`src/rtl/fsa_span_pkg.sv`:
```
// Shared types and helpers for the fsa span analyser.
package fsa_span_pkg;

  // Widths of the per-channel result fields; the top's default column and
  // segment widths follow these so the struct and the ports line up.
  localparam int SPAN_X_W   = 12;
  localparam int SPAN_SEG_W = 4;

  // Per-channel result as published for one frame.
  typedef struct packed {
    logic                  lft_valid;
    logic [SPAN_X_W-1:0]   lft_edge;
    logic                  rt_valid;
    logic [SPAN_X_W-1:0]   rt_edge;
    logic [SPAN_SEG_W-1:0] seg_cnt;
  } span_res_t;

  // Run counter only needs to count up to the qualifying length.
  function automatic int run_cnt_w(input int min_run);
    return (min_run < 1) ? 1 : $clog2(min_run + 1);
  endfunction

endpackage

```
`src/rtl/fsa_span_channel.sv`:
```
// Per-channel scan-row state: left edge, right edge, run qualification and
// segment counting. Exposes the state as it will be after the current beat
// so the top can latch a result on the same beat that ends the frame.
module fsa_span_channel
  import fsa_span_pkg::*;
#(
  parameter int C_MIN_RUN = 4
) (
  input  logic                clk,
  input  logic                reset,
  input  logic                clr,
  input  logic                scan,
  input  logic                val,
  input  logic                sol,
  input  logic                eol,
  input  logic [SPAN_X_W-1:0] x,
  output span_res_t           res_nxt
);

  localparam int RUN_W = run_cnt_w(C_MIN_RUN);
  localparam logic [RUN_W-1:0] RUN_MIN = RUN_W'(C_MIN_RUN);
  localparam logic [RUN_W-1:0] RUN_ONE = RUN_W'(1);

  logic [RUN_W-1:0]      run_q, run_b, run_n;
  logic                  lft_open_q, lft_open_b, lft_open_n;
  logic [SPAN_X_W-1:0]   lft_edge_q, lft_edge_b, lft_edge_n;
  logic                  lft_ok_q, lft_ok_b, lft_ok_n;
  logic [SPAN_X_W-1:0]   rt_edge_q, rt_edge_b, rt_edge_n;
  logic                  rt_ok_q, rt_ok_b, rt_ok_n;
  logic [SPAN_SEG_W-1:0] seg_q, seg_b, seg_n;
  logic                  prev_q, prev_b, prev_n;
  logic                  start;

  function automatic logic [RUN_W-1:0] run_sat_inc(input logic [RUN_W-1:0] v);
    return (v >= RUN_MIN) ? RUN_MIN : v + RUN_ONE;
  endfunction

  function automatic logic [SPAN_SEG_W-1:0] seg_sat_inc(input logic [SPAN_SEG_W-1:0] v);
    return (&v) ? v : v + SPAN_SEG_W'(1);
  endfunction

  // Next-state for one beat: clear at frame start, then apply a scan beat.
  always_comb begin
    run_b      = clr ? '0   : run_q;
    lft_open_b = clr ? 1'b0 : lft_open_q;
    lft_edge_b = clr ? '0   : lft_edge_q;
    lft_ok_b   = clr ? 1'b0 : lft_ok_q;
    rt_edge_b  = clr ? '0   : rt_edge_q;
    rt_ok_b    = clr ? 1'b0 : rt_ok_q;
    seg_b      = clr ? '0   : seg_q;
    prev_b     = clr ? 1'b0 : prev_q;

    run_n      = run_b;
    lft_open_n = lft_open_b;
    lft_edge_n = lft_edge_b;
    lft_ok_n   = lft_ok_b;
    rt_edge_n  = rt_edge_b;
    rt_ok_n    = rt_ok_b;
    seg_n      = seg_b;
    prev_n     = prev_b;
    start      = 1'b0;

    if (scan) begin
      // A run starts on a rising valid or on a valid first column.
      start  = val & (sol | ~prev_b);
      prev_n = val;

      if (!val)       run_n = '0;
      else if (start) run_n = RUN_ONE;
      else            run_n = run_sat_inc(run_b);

      // Right edge tracks the start of the most recent run.
      if (start) begin
        rt_edge_n = x;
        seg_n     = seg_sat_inc(seg_b);
      end

      // Left edge follows the run that begins on the first column.
      if (sol) begin
        lft_open_n = val;
        lft_ok_n   = val & (run_n >= RUN_MIN);
        if (val) lft_edge_n = x;
      end else if (lft_open_b) begin
        if (val) begin
          lft_edge_n = x;
          lft_ok_n   = run_n >= RUN_MIN;
        end else begin
          lft_open_n = 1'b0;
        end
      end

      if (eol) rt_ok_n = val & (run_n >= RUN_MIN);
    end

    res_nxt.lft_valid = lft_ok_n;
    res_nxt.lft_edge  = lft_edge_n;
    res_nxt.rt_valid  = rt_ok_n;
    res_nxt.rt_edge   = rt_edge_n;
    res_nxt.seg_cnt   = seg_n;
  end

  // Channel state register.
  always_ff @(posedge clk or posedge reset) begin
    if (reset) begin
      run_q      <= '0;
      lft_open_q <= 1'b0;
      lft_edge_q <= '0;
      lft_ok_q   <= 1'b0;
      rt_edge_q  <= '0;
      rt_ok_q    <= 1'b0;
      seg_q      <= '0;
      prev_q     <= 1'b0;
    end else begin
      run_q      <= run_n;
      lft_open_q <= lft_open_n;
      lft_edge_q <= lft_edge_n;
      lft_ok_q   <= lft_ok_n;
      rt_edge_q  <= rt_edge_n;
      rt_ok_q    <= rt_ok_n;
      seg_q      <= seg_n;
      prev_q     <= prev_n;
    end
  end

endmodule

```
`src/rtl/fsa_detect_span.sv`:
```
// Per-frame span analyser: registers the column stream, matches the scan
// row, runs C_CH_NUM channel trackers and publishes one result per frame
// over a valid/ready handshake with overrun flagging.
module fsa_detect_span
  import fsa_span_pkg::*;
#(
  parameter int C_IMG_WW  = SPAN_X_W,
  parameter int C_IMG_HW  = 12,
  parameter int C_CH_NUM  = 2,
  parameter int C_MIN_RUN = 4,
  parameter int C_SEG_W   = SPAN_SEG_W
) (
  input  logic                         clk,
  input  logic                         reset,
  input  logic                         s_sof,
  input  logic                         s_en,
  input  logic                         s_sol,
  input  logic                         s_eol,
  input  logic                         s_eof,
  input  logic [C_IMG_WW-1:0]          s_x,
  input  logic [C_IMG_HW-1:0]          s_y,
  input  logic [C_CH_NUM-1:0]          s_val,
  input  logic [C_IMG_HW-1:0]          cfg_row,
  output logic                         res_valid,
  input  logic                         res_ready,
  output logic                         res_row_miss,
  output logic                         res_overrun,
  output logic [C_CH_NUM-1:0]          res_lft_valid,
  output logic [C_CH_NUM*C_IMG_WW-1:0] res_lft_edge,
  output logic [C_CH_NUM-1:0]          res_rt_valid,
  output logic [C_CH_NUM*C_IMG_WW-1:0] res_rt_edge,
  output logic [C_CH_NUM*C_SEG_W-1:0]  res_seg_cnt
);

  logic                  sof_p0, en_p0, sol_p0, eol_p0, eof_p0;
  logic [C_IMG_WW-1:0]   x_p0;
  logic [C_IMG_HW-1:0]   y_p0, cfg_p0;
  logic [C_CH_NUM-1:0]   val_p0;

  logic [C_IMG_HW-1:0]   row_q, row_eff;
  logic                  armed_q, armed_eff;
  logic                  seen_q, seen_n;
  logic                  scan_p0, load_p0;

  span_res_t             ch_nxt [C_CH_NUM];
  span_res_t             res_d  [C_CH_NUM];
  span_res_t             res_p1 [C_CH_NUM];
  logic                  vld_p1, miss_p1, ovr_p1;

  // ---- stage p0: registered beat ----
  // Capture the incoming beat and the row configuration offered with it.
  always_ff @(posedge clk or posedge reset) begin
    if (reset) begin
      sof_p0 <= 1'b0;
      en_p0  <= 1'b0;
      sol_p0 <= 1'b0;
      eol_p0 <= 1'b0;
      eof_p0 <= 1'b0;
      x_p0   <= '0;
      y_p0   <= '0;
      val_p0 <= '0;
      cfg_p0 <= '0;
    end else begin
      sof_p0 <= s_sof;
      en_p0  <= s_en;
      sol_p0 <= s_sol;
      eol_p0 <= s_eol;
      eof_p0 <= s_eof;
      x_p0   <= s_x;
      y_p0   <= s_y;
      val_p0 <= s_val;
      cfg_p0 <= cfg_row;
    end
  end

  // Row match: a frame-start beat already uses the row it latches. Matching
  // stays off until the first frame start so a stray frame end after reset
  // reports a missed row.
  always_comb begin
    row_eff   = sof_p0 ? cfg_p0 : row_q;
    armed_eff = sof_p0 | armed_q;
    scan_p0   = en_p0 & armed_eff & (y_p0 == row_eff);
    seen_n    = (sof_p0 ? 1'b0 : seen_q) | scan_p0;
    load_p0   = en_p0 & eof_p0;
  end

  // Frame-level control: latched scan row and whether it has been seen.
  always_ff @(posedge clk or posedge reset) begin
    if (reset) begin
      row_q   <= '0;
      armed_q <= 1'b0;
      seen_q  <= 1'b0;
    end else begin
      if (sof_p0) begin
        row_q   <= cfg_p0;
        armed_q <= 1'b1;
      end
      seen_q <= seen_n;
    end
  end

  for (genvar i = 0; i < C_CH_NUM; i++) begin : g_ch
    fsa_span_channel #(
      .C_MIN_RUN (C_MIN_RUN)
    ) u_ch (
      .clk     (clk),
      .reset   (reset),
      .clr     (sof_p0),
      .scan    (scan_p0),
      .val     (val_p0[i]),
      .sol     (sol_p0),
      .eol     (eol_p0),
      .x       (x_p0),
      .res_nxt (ch_nxt[i])
    );
  end

  // A frame whose scan row never appeared reports no valid edges.
  always_comb begin
    for (int i = 0; i < C_CH_NUM; i++) begin
      res_d[i] = ch_nxt[i];
      if (!seen_n) begin
        res_d[i].lft_valid = 1'b0;
        res_d[i].rt_valid  = 1'b0;
      end
    end
  end

  // ---- stage p1: published result and handshake ----
  // Load on frame end (overwriting an unconsumed result flags overrun),
  // otherwise drop valid once the consumer accepts.
  always_ff @(posedge clk or posedge reset) begin
    if (reset) begin
      for (int i = 0; i < C_CH_NUM; i++) res_p1[i] <= '0;
      vld_p1  <= 1'b0;
      miss_p1 <= 1'b0;
      ovr_p1  <= 1'b0;
    end else if (load_p0) begin
      for (int i = 0; i < C_CH_NUM; i++) res_p1[i] <= res_d[i];
      vld_p1  <= 1'b1;
      miss_p1 <= ~seen_n;
      ovr_p1  <= vld_p1 & ~res_ready;
    end else if (vld_p1 && res_ready) begin
      vld_p1 <= 1'b0;
    end
  end

  // Flatten the per-channel result onto the output buses.
  always_comb begin
    res_valid     = vld_p1;
    res_row_miss  = miss_p1;
    res_overrun   = ovr_p1;
    res_lft_valid = '0;
    res_lft_edge  = '0;
    res_rt_valid  = '0;
    res_rt_edge   = '0;
    res_seg_cnt   = '0;
    for (int i = 0; i < C_CH_NUM; i++) begin
      res_lft_valid[i]                      = res_p1[i].lft_valid;
      res_lft_edge[i*C_IMG_WW +: C_IMG_WW]  = res_p1[i].lft_edge;
      res_rt_valid[i]                       = res_p1[i].rt_valid;
      res_rt_edge[i*C_IMG_WW +: C_IMG_WW]   = res_p1[i].rt_edge;
      res_seg_cnt[i*C_SEG_W +: C_SEG_W]     = res_p1[i].seg_cnt;
    end
  end

endmodule

```
`config.mk`:
```
export PLATFORM = sky130hd
export DESIGN_NAME = fsa_detect_span
export DESIGN_NICKNAME = d
export VERILOG_FILES = /design/src/rtl/fsa_span_pkg.sv /design/src/rtl/fsa_span_channel.sv /design/src/rtl/fsa_detect_span.sv
export SDC_FILE = /design/constraint.sdc
export NUM_CORES = 1
export LEC_CHECK = 0
export ABC_AREA = 1
export BUFFER_PORTS_ARGS = -buffer_cell sky130_fd_sc_hd__buf_2
export CORE_UTILIZATION = 55
export CTS_CLUSTER_DIAMETER = 80
export CTS_CLUSTER_SIZE = 20
export DETAILED_ROUTE_END_ITERATION = 8
export GPL_ROUTABILITY_DRIVEN = 0
export PLACE_DENSITY_LB_ADDON = 0.1
export SYNTH_ARGS = -nofsm -noshare
export SYNTH_HDL_FRONTEND = slang
export SYNTH_SLANG_ARGS = --single-unit
```
`constraint.sdc`:
```
create_clock -name clk -period 9.8 [get_ports clk]
set_input_delay 0.98 -clock clk [delete_from_list [all_inputs] [get_ports clk]]
set_output_delay 0.98 -clock clk [all_outputs]
set_load 0.02 [all_outputs]
```
==> results.json, run 1 <==
{
  "end_kind": "flop",
  "timing.clock.skew_ns": 0.0105,
  "irDropWorstVdd_v": 0.000128,
  "rows": 47,
  "ys_seq_elements": 190,
  "arrival_ns": 4.13,
  "antenna_cells": 0,
  "cp_common_cell": "nand2_1",
  "maxCapViolCount": 0,
  "grt_setup_unrepaired": "no",
  "hold_viol_final": 0,
  "max_freq_mhz": 266,
  "cts.clk_slew.worst_paths_ns": 0.07,
  "holdCritPathClass": "reg -> reg",
  "die-area_sq_um": 17400,
  "drt-pass1-iter-count": 5,
  "grt_first_pass_wirelength_um": 36700,
  "crit_family": "buffers and inverters",
  "die_y_um": 132,
  "clock_latency_ns": 0.44,
  "worst-r2r-setup-slack_ns": 6.04,
  "ys_types": 25,
  "numCtsBuffers": 17,
  "hpwlAfterDp_um": 13700,
  "grt_usage": 0.268,
  "grt_pass1_vias": 7218,
  "seq_area_frac_synth": 0.514,
  "cp.required_ns": 10.17,
  "ioPinCount": 109,
  "synth_warnings": 0,
  "r2r-start": "sol_p0$_DFF_PP0_",
  "routed_wl_um": 22100,
  "yosysMostFrequentCell": "nand2_1",
  "avgViaCountPerCell": 5.17,
  "synth_area_leader_cell": "dfrtp_1",
  "drtIter0Drc": 670,
  "port-buffer-count": 108,
  "netlist_area_sq_um": 9260,
  "cp_num_cells": 10,
  "drive_gt1_frac": 0.137,
  "cts_sinks": 190,
  "slew_headroom": 0.339,
  "cts_max_level": 4,
  "rr_worst_depth": 10,
  "final-max-slew-violation-count": 0,
  "setup_viol": 0,
  "chipWidth_um": 132,
  "placeableCoreArea_sq_um": 16500,
  "syn_nets": 1294,
  "avgSynthCellArea_sq_um": 7.44,
  "place_ws_ns": 6.14,
  "post-route-period-util": 0.384,
  "drcViolationCount": 0,
  "p_leak_uw": 0.00610,
  "finalCriticalPeriod_ns": 3.76,
  "synth-edff-count": 0,
  "powerDensity_nw_per_um2": 158,
  "stdcell_count": 1545,
  "cpMaxStageDelayCell": "dfrtp_1",
  "start_util": 0.560,
  "grt_overflow": 0,
  "cp-start-kind": "flop",
  "critPathMaxFanout": 30,
  "slowest_delay_ns": 1.00,
  "critical_path.cell_chain": "clkinv_1, nand2_1, nand2_1, inv_1, nand2_1, nand2_1, nand4_1, nand2_1, nand2_1, nand2_1",
  "ant_nets": 0,
  "r2r-end": "res_seg_cnt[1]$_DFFE_PP0P_",
  "worst-path-buf-inv": 2,
  "layout_setup_ws_ns": 6.04,
  "netlist.area_leader.share": 0.514,
  "fin_nets": 1362,
  "routedWlPerCell_um": 14.3,
  "syn2layout_area_growth_pct": 12.5,
  "post_cts_buffers": 0,
  "clk_root_buffer_cell": "clkbuf_16",
  "crit_type": "reg -> reg",
  "synthTopCellsByArea": "dfrtp_1 (51%), nand2_1 (25%), nand4_1 (4.5%)",
  "antenna_found_initial": 0,
  "outcome": "finished, final reports clean",
  "ys.flop_type": "dfrtp_1",
  "num_vias": 7987,
  "crit_end": "res_seg_cnt[1]$_DFFE_PP0P_",
  "setup_tns_ns": 0,
  "synth_common_cells": "nand2_1 (614), dfrtp_1 (190), inv_1 (106), nand4_1 (66), nor2_1 (53)",
  "cts_tree": "done",
  "place_inst": 1513,
  "grt_max_degree": 113,
  "async_reset_ff_frac": 1.00,
  "worst_slew_pin_slew_ns": 0.992,
  "crit_start": "sol_p0$_DFF_PP0_",
  "finish.utilization": 0.630,
  "postCtsHoldBufs": 0,
  "cts_buffer_depth": 2,
  "syn_inst": 1244,
  "cts_resized": 0
}
[metrics by stage]
step	total power, uW	hold slack [ns]	cell area, sq um
after floorplan	899	0.422	9260
after global placement	932	0.448	9800
after detailed placement	933	0.452	9800
after CTS	1660	0.471	10400
after global routing	1700	0.493	10400
final	1650	0.467	10400
[tightest hold or removal path, stage by stage (launching register included)]
cell	delay (ns)
dfrtp_1	0.33
nor2_1	0.06
inv_1	0.05
[state kept, by name (all words and copies together) (netlist names), 2 cells and up]
name / cells
res_rt_edge: 24
cfg_p0: 12
g_ch.u_ch.lft_edge_q: 24
g_ch.u_ch.prev_q: 2
g_ch.u_ch.rt_ok_q: 2
g_ch.u_ch.lft_open_q: 2
g_ch.u_ch.run_q: 6
g_ch.u_ch.rt_edge_q: 24
res_lft_edge: 24
val_p0: 2
row_q: 12
x_p0: 12
y_p0: 12
res_rt_valid: 2
g_ch.u_ch.seg_q: 8
g_ch.u_ch.lft_ok_q: 2
res_lft_valid: 2
res_seg_cnt: 8
[cell families (layout without fill, tap and decap cells)]
logic type      count (synthesis)  in the layout  share of synthesized area
simple gates                  814            814                      0.365
flops                         190            190                      0.514
buf+inv                       176            257                     0.0819
compound gates                 60             60                     0.0342
fa+ha+maj                       4              4                    0.00541
[layout by cell type (no fill, tap or decap), types with 2 or more instances in the layout]
cell / n
nand2_1: 613
clkbuf_16: 17
and2_1: 11
dfrtp_1: 190
clkinv_1: 2
nor2_1: 52
a21oi_1: 5
clkinv_2: 2
o21ai_1: 4
buf_4: 8
bufinv_16: 3
inv_6: 7
o21ai_0: 46
clkinv_4: 2
o22ai_1: 4
nand2_2: 23
buf_2: 108
nand4_1: 66
nor2_2: 6
nand3_1: 40
ha_1: 4
inv_1: 105
[final cells by class]
cell class,count,area [sq um]
clock buffer,18,439
timing repair buffer,116,601
multi-input combinational,878,3750
inverter,109,419
fill,1505,6110
sequential,190,4750
clock inverter,14,179
tap,220,275
[report_power, final]
part / total, uW / switching (uW) / internal, uW
sequential: 812 / 13.9 / 798
clock: 730 / 315 / 414
combinational: 105 / 79.7 / 25.6
total: 1650 / 409 / 1240
[metal layers]
metal / up-vias / routed length (um) / track usage
met5: - / 0 / 0
met3: 20 / 1220 / 0.0377
met2: 243 / 10500 / 0.431
met4: 0 / 316 / 0.0872
met1: 3746 / 10100 / 0.378
li1: 3978 / - / -
[how the worst min path moves through the flow]
stage / to / slack, ns / cells after the start / startpoint
floorplan: armed_q$_DFFE_PP0P_ / 0.42 / 2 / armed_q$_DFFE_PP0P_
global placement: armed_q$_DFFE_PP0P_ / 0.45 / 2 / armed_q$_DFFE_PP0P_
detailed placement: armed_q$_DFFE_PP0P_ / 0.45 / 2 / armed_q$_DFFE_PP0P_
CTS: armed_q$_DFFE_PP0P_ / 0.47 / 2 / armed_q$_DFFE_PP0P_
global route: res_seg_cnt[7]$_DFFE_PP0P_ / 0.49 / 2 / res_seg_cnt[7]$_DFFE_PP0P_
finish: armed_q$_DFFE_PP0P_ / 0.47 / 2 / armed_q$_DFFE_PP0P_
No activity file was read; power rests on OpenSTA's default activity.
==> run 2, diff against run 1 <==
Settings changed: ABC_AREA 1 to 0.
Clock period 9.8 ns to 3.8 ns, I/O delays scaled along.
==> run 2 against run 1 <==
Effect of this change: utilization is 3.4 points higher; sequential power grew to 2.7 times the previous value; flip-flop and latch count stayed put; synthesized area is 19% lower; cell count is 40% lower; via count is 36% lower; hold slack worse by 0.41 ns; die area is 19% lower; sequential share of layout area is 8.4 points higher; synthesized cell count is 49% lower.
==> results.json, run 2 <==
{
  "die-area_sq_um": 14100,
  "chipWidth_um": 119,
  "async_reset_ff_frac": 1.00,
  "hold_depth": 1,
  "netlist_area_sq_um": 7490,
  "cts_max_level": 4,
  "clk_root_buffer_cell": "clkbuf_16",
  "max_freq_mhz": 293,
  "cts_buffer_depth": 2,
  "critPathMaxFanout": 29,
  "avgSynthCellArea_sq_um": 11.7,
  "slew_headroom": 0.534,
  "end_kind": "flop",
  "avgViaCountPerCell": 5.43,
  "synth_common_cells": "dfrtp_1 (190), nand2_1 (97), nor2_1 (54), a31oi_1 (42), or3b_2 (36)",
  "syn2layout_area_growth_pct": 17.5,
  "finalCriticalPeriod_ns": 3.41,
  "drtIter0Drc": 435,
  "grt_pass1_vias": 5011,
  "netlist.area_leader.share": 0.634,
  "setup_viol": 0,
  "antenna_found_initial": 0,
  "final_cell_mix": "dfrtp_1 (189), buf_2 (108), nand2_1 (97), nor2_1 (54), a31oi_1 (42)",
  "fin_area_sq_um": 8800,
  "grt_overflow": 0,
  "port-buffer-count": 108,
  "post_cts_buffers": 0,
  "cp.required_ns": 4.14,
  "synth_warnings": 0,
  "postCtsHoldBufs": 0,
  "ys_types": 45,
  "hpwlAfterDp_um": 9930,
  "powerDensity_nw_per_um2": 472,
  "worst_slew_pin_slew_ns": 0.700,
  "cts_tree": "done",
  "drcViolationCount": 0,
  "rr_worst_depth": 6,
  "drt-pass1-iter-count": 4,
  "irDropWorstVdd_v": 0.000315,
  "hold_viol_final": 0,
  "grt_max_degree": 98,
  "antenna_cells": 0,
  "seq_area_frac_synth": 0.634,
  "yosysMostFrequentCell": "dfrtp_1",
  "ys_seq_elements": 190,
  "final-max-slew-violation-count": 0,
  "ant_nets": 0,
  "holdCritPathClass": "in -> reg",
  "maxCapViolCount": 0,
  "synth_area_leader_cell": "dfrtp_1",
  "synth-edff-count": 0,
  "start_util": 0.566,
  "synthTopCellsByArea": "dfrtp_1 (63%), nand2_1 (4.9%), or3b_2 (4.2%)",
  "syn_inst": 639,
  "p_leak_uw": 0.00446,
  "rows": 42,
  "die_y_um": 119,
  "cts_resized": 0,
  "numCtsBuffers": 17,
  "ioPinCount": 109,
  "setup_tns_ns": 0,
  "dpl_cell_area_sq_um": 8270,
  "outcome": "finished, final reports clean",
  "routed_wl_um": 15000,
  "grt_usage": 0.233,
  "clock_latency_ns": 0.42,
  "grt_first_pass_wirelength_um": 25300,
  "syn_nets": 689,
  "post-route-period-util": 0.897,
  "timing.clock.skew_ns": 0.00512,
  "drive_gt1_frac": 0.293,
  "ys.flop_type": "dfrtp_1",
  "fin_nets": 795,
  "crit_type": "reg -> reg",
  "cts_sinks": 190,
  "arrival_ns": 3.74,
  "grt_setup_unrepaired": "no",
  "routedWlPerCell_um": 16.1,
  "final_common_cell": "dfrtp_1",
  "num_vias": 5076,
  "cts.clk_slew.worst_paths_ns": 0.06,
  "cp-start-kind": "flop",
  "placeableCoreArea_sq_um": 13200
}
-- run 2: cell types whose count changed after synthesis, sizes merged, moves of 15 or more --
cell and delta:
or3b +36, nand3 -38, mux2 +27, nor2b +28, o21ai -41, a31oi +42
mux2i +15, nand4 -58, buf -31, inv -92, nand2 -539
-- run 2: logic make-up after synthesis --
group | synth area share
AND/OR/NAND/NOR | 0.185
flip-flops | 0.634
AO/OA/AOI/OAI | 0.0708
buffers and inverters | 0.0272
multiplexers | 0.0611
XOR/XNOR | 0.0149
adder cells (fa/ha/maj) | 0.00668
-- run 2: area by class of cell --
class,count,area [sq um]
Multi-Input combinational cell,399,2560
Inverter,15,60.1
Clock inverter,6,35.0
Sequential cell,190,4760
Timing Repair Buffer,122,671
Fill cell,1114,4440
Tap cell,176,220
Clock buffer,26,499
-- run 2: path summary, 6_finish.rpt --
path                                     start                          end  slack, ns
hold / removal                      cfg_row[5]          cfg_p0[5]$_DFF_PP0_       0.06
hold reg to reg            armed_q$_DFFE_PP0P_          armed_q$_DFFE_PP0P_       0.47
setup reg to reg              sof_p0$_DFF_PP0_   res_seg_cnt[0]$_DFFE_PP0P_       0.39
max in group asynchronous                reset  res_rt_edge[22]$_DFFE_PP0P_       3.28
min in group asynchronous                reset            x_p0[3]$_DFF_PP0_       0.12
setup / recovery              sof_p0$_DFF_PP0_   res_seg_cnt[0]$_DFFE_PP0P_       0.39
-- run 2: stage by stage --
stage                     instances  hold slack (ns)   util  total power, uW  setup slack (ns)
after CTS                       934           0.0463  0.665             4200             0.395
after global placement          902            0.442  0.624             2590             0.623
after global routing            934           0.0463  0.665             4330             0.177
final                           934           0.0603  0.665             4160             0.392
after floorplan                 639            0.411      -             2450             0.972
after detailed placement        902            0.452  0.624             2600             0.416
-- run 2: report_power, final --
group | total [uW] | internal (uW) | switching [uW]
sequential | 2180 | 2120 | 66.1
combinational | 375 | 129 | 246
clock | 1600 | 902 | 697
total | 4160 | 3150 | 1010
-- run 2: critical path, cell delays in order (launching register included) --
cell	delay [ns]
dfrtp_2	0.77
mux2i_1	0.40
xor2_2	0.37
nand2_1	0.18
or4_1	0.76
or4_1	0.63
a31oi_1	0.18
-- run 2: routing by layer --
| layer | part of all wire | track usage |
|---|---|---|
| met2 | 0.46 | 0.342 |
| met5 | 0 | 0 |
| met1 | 0.47 | 0.348 |
| met4 | 0.016 | 0.0862 |
| met3 | 0.054 | 0.0420 |
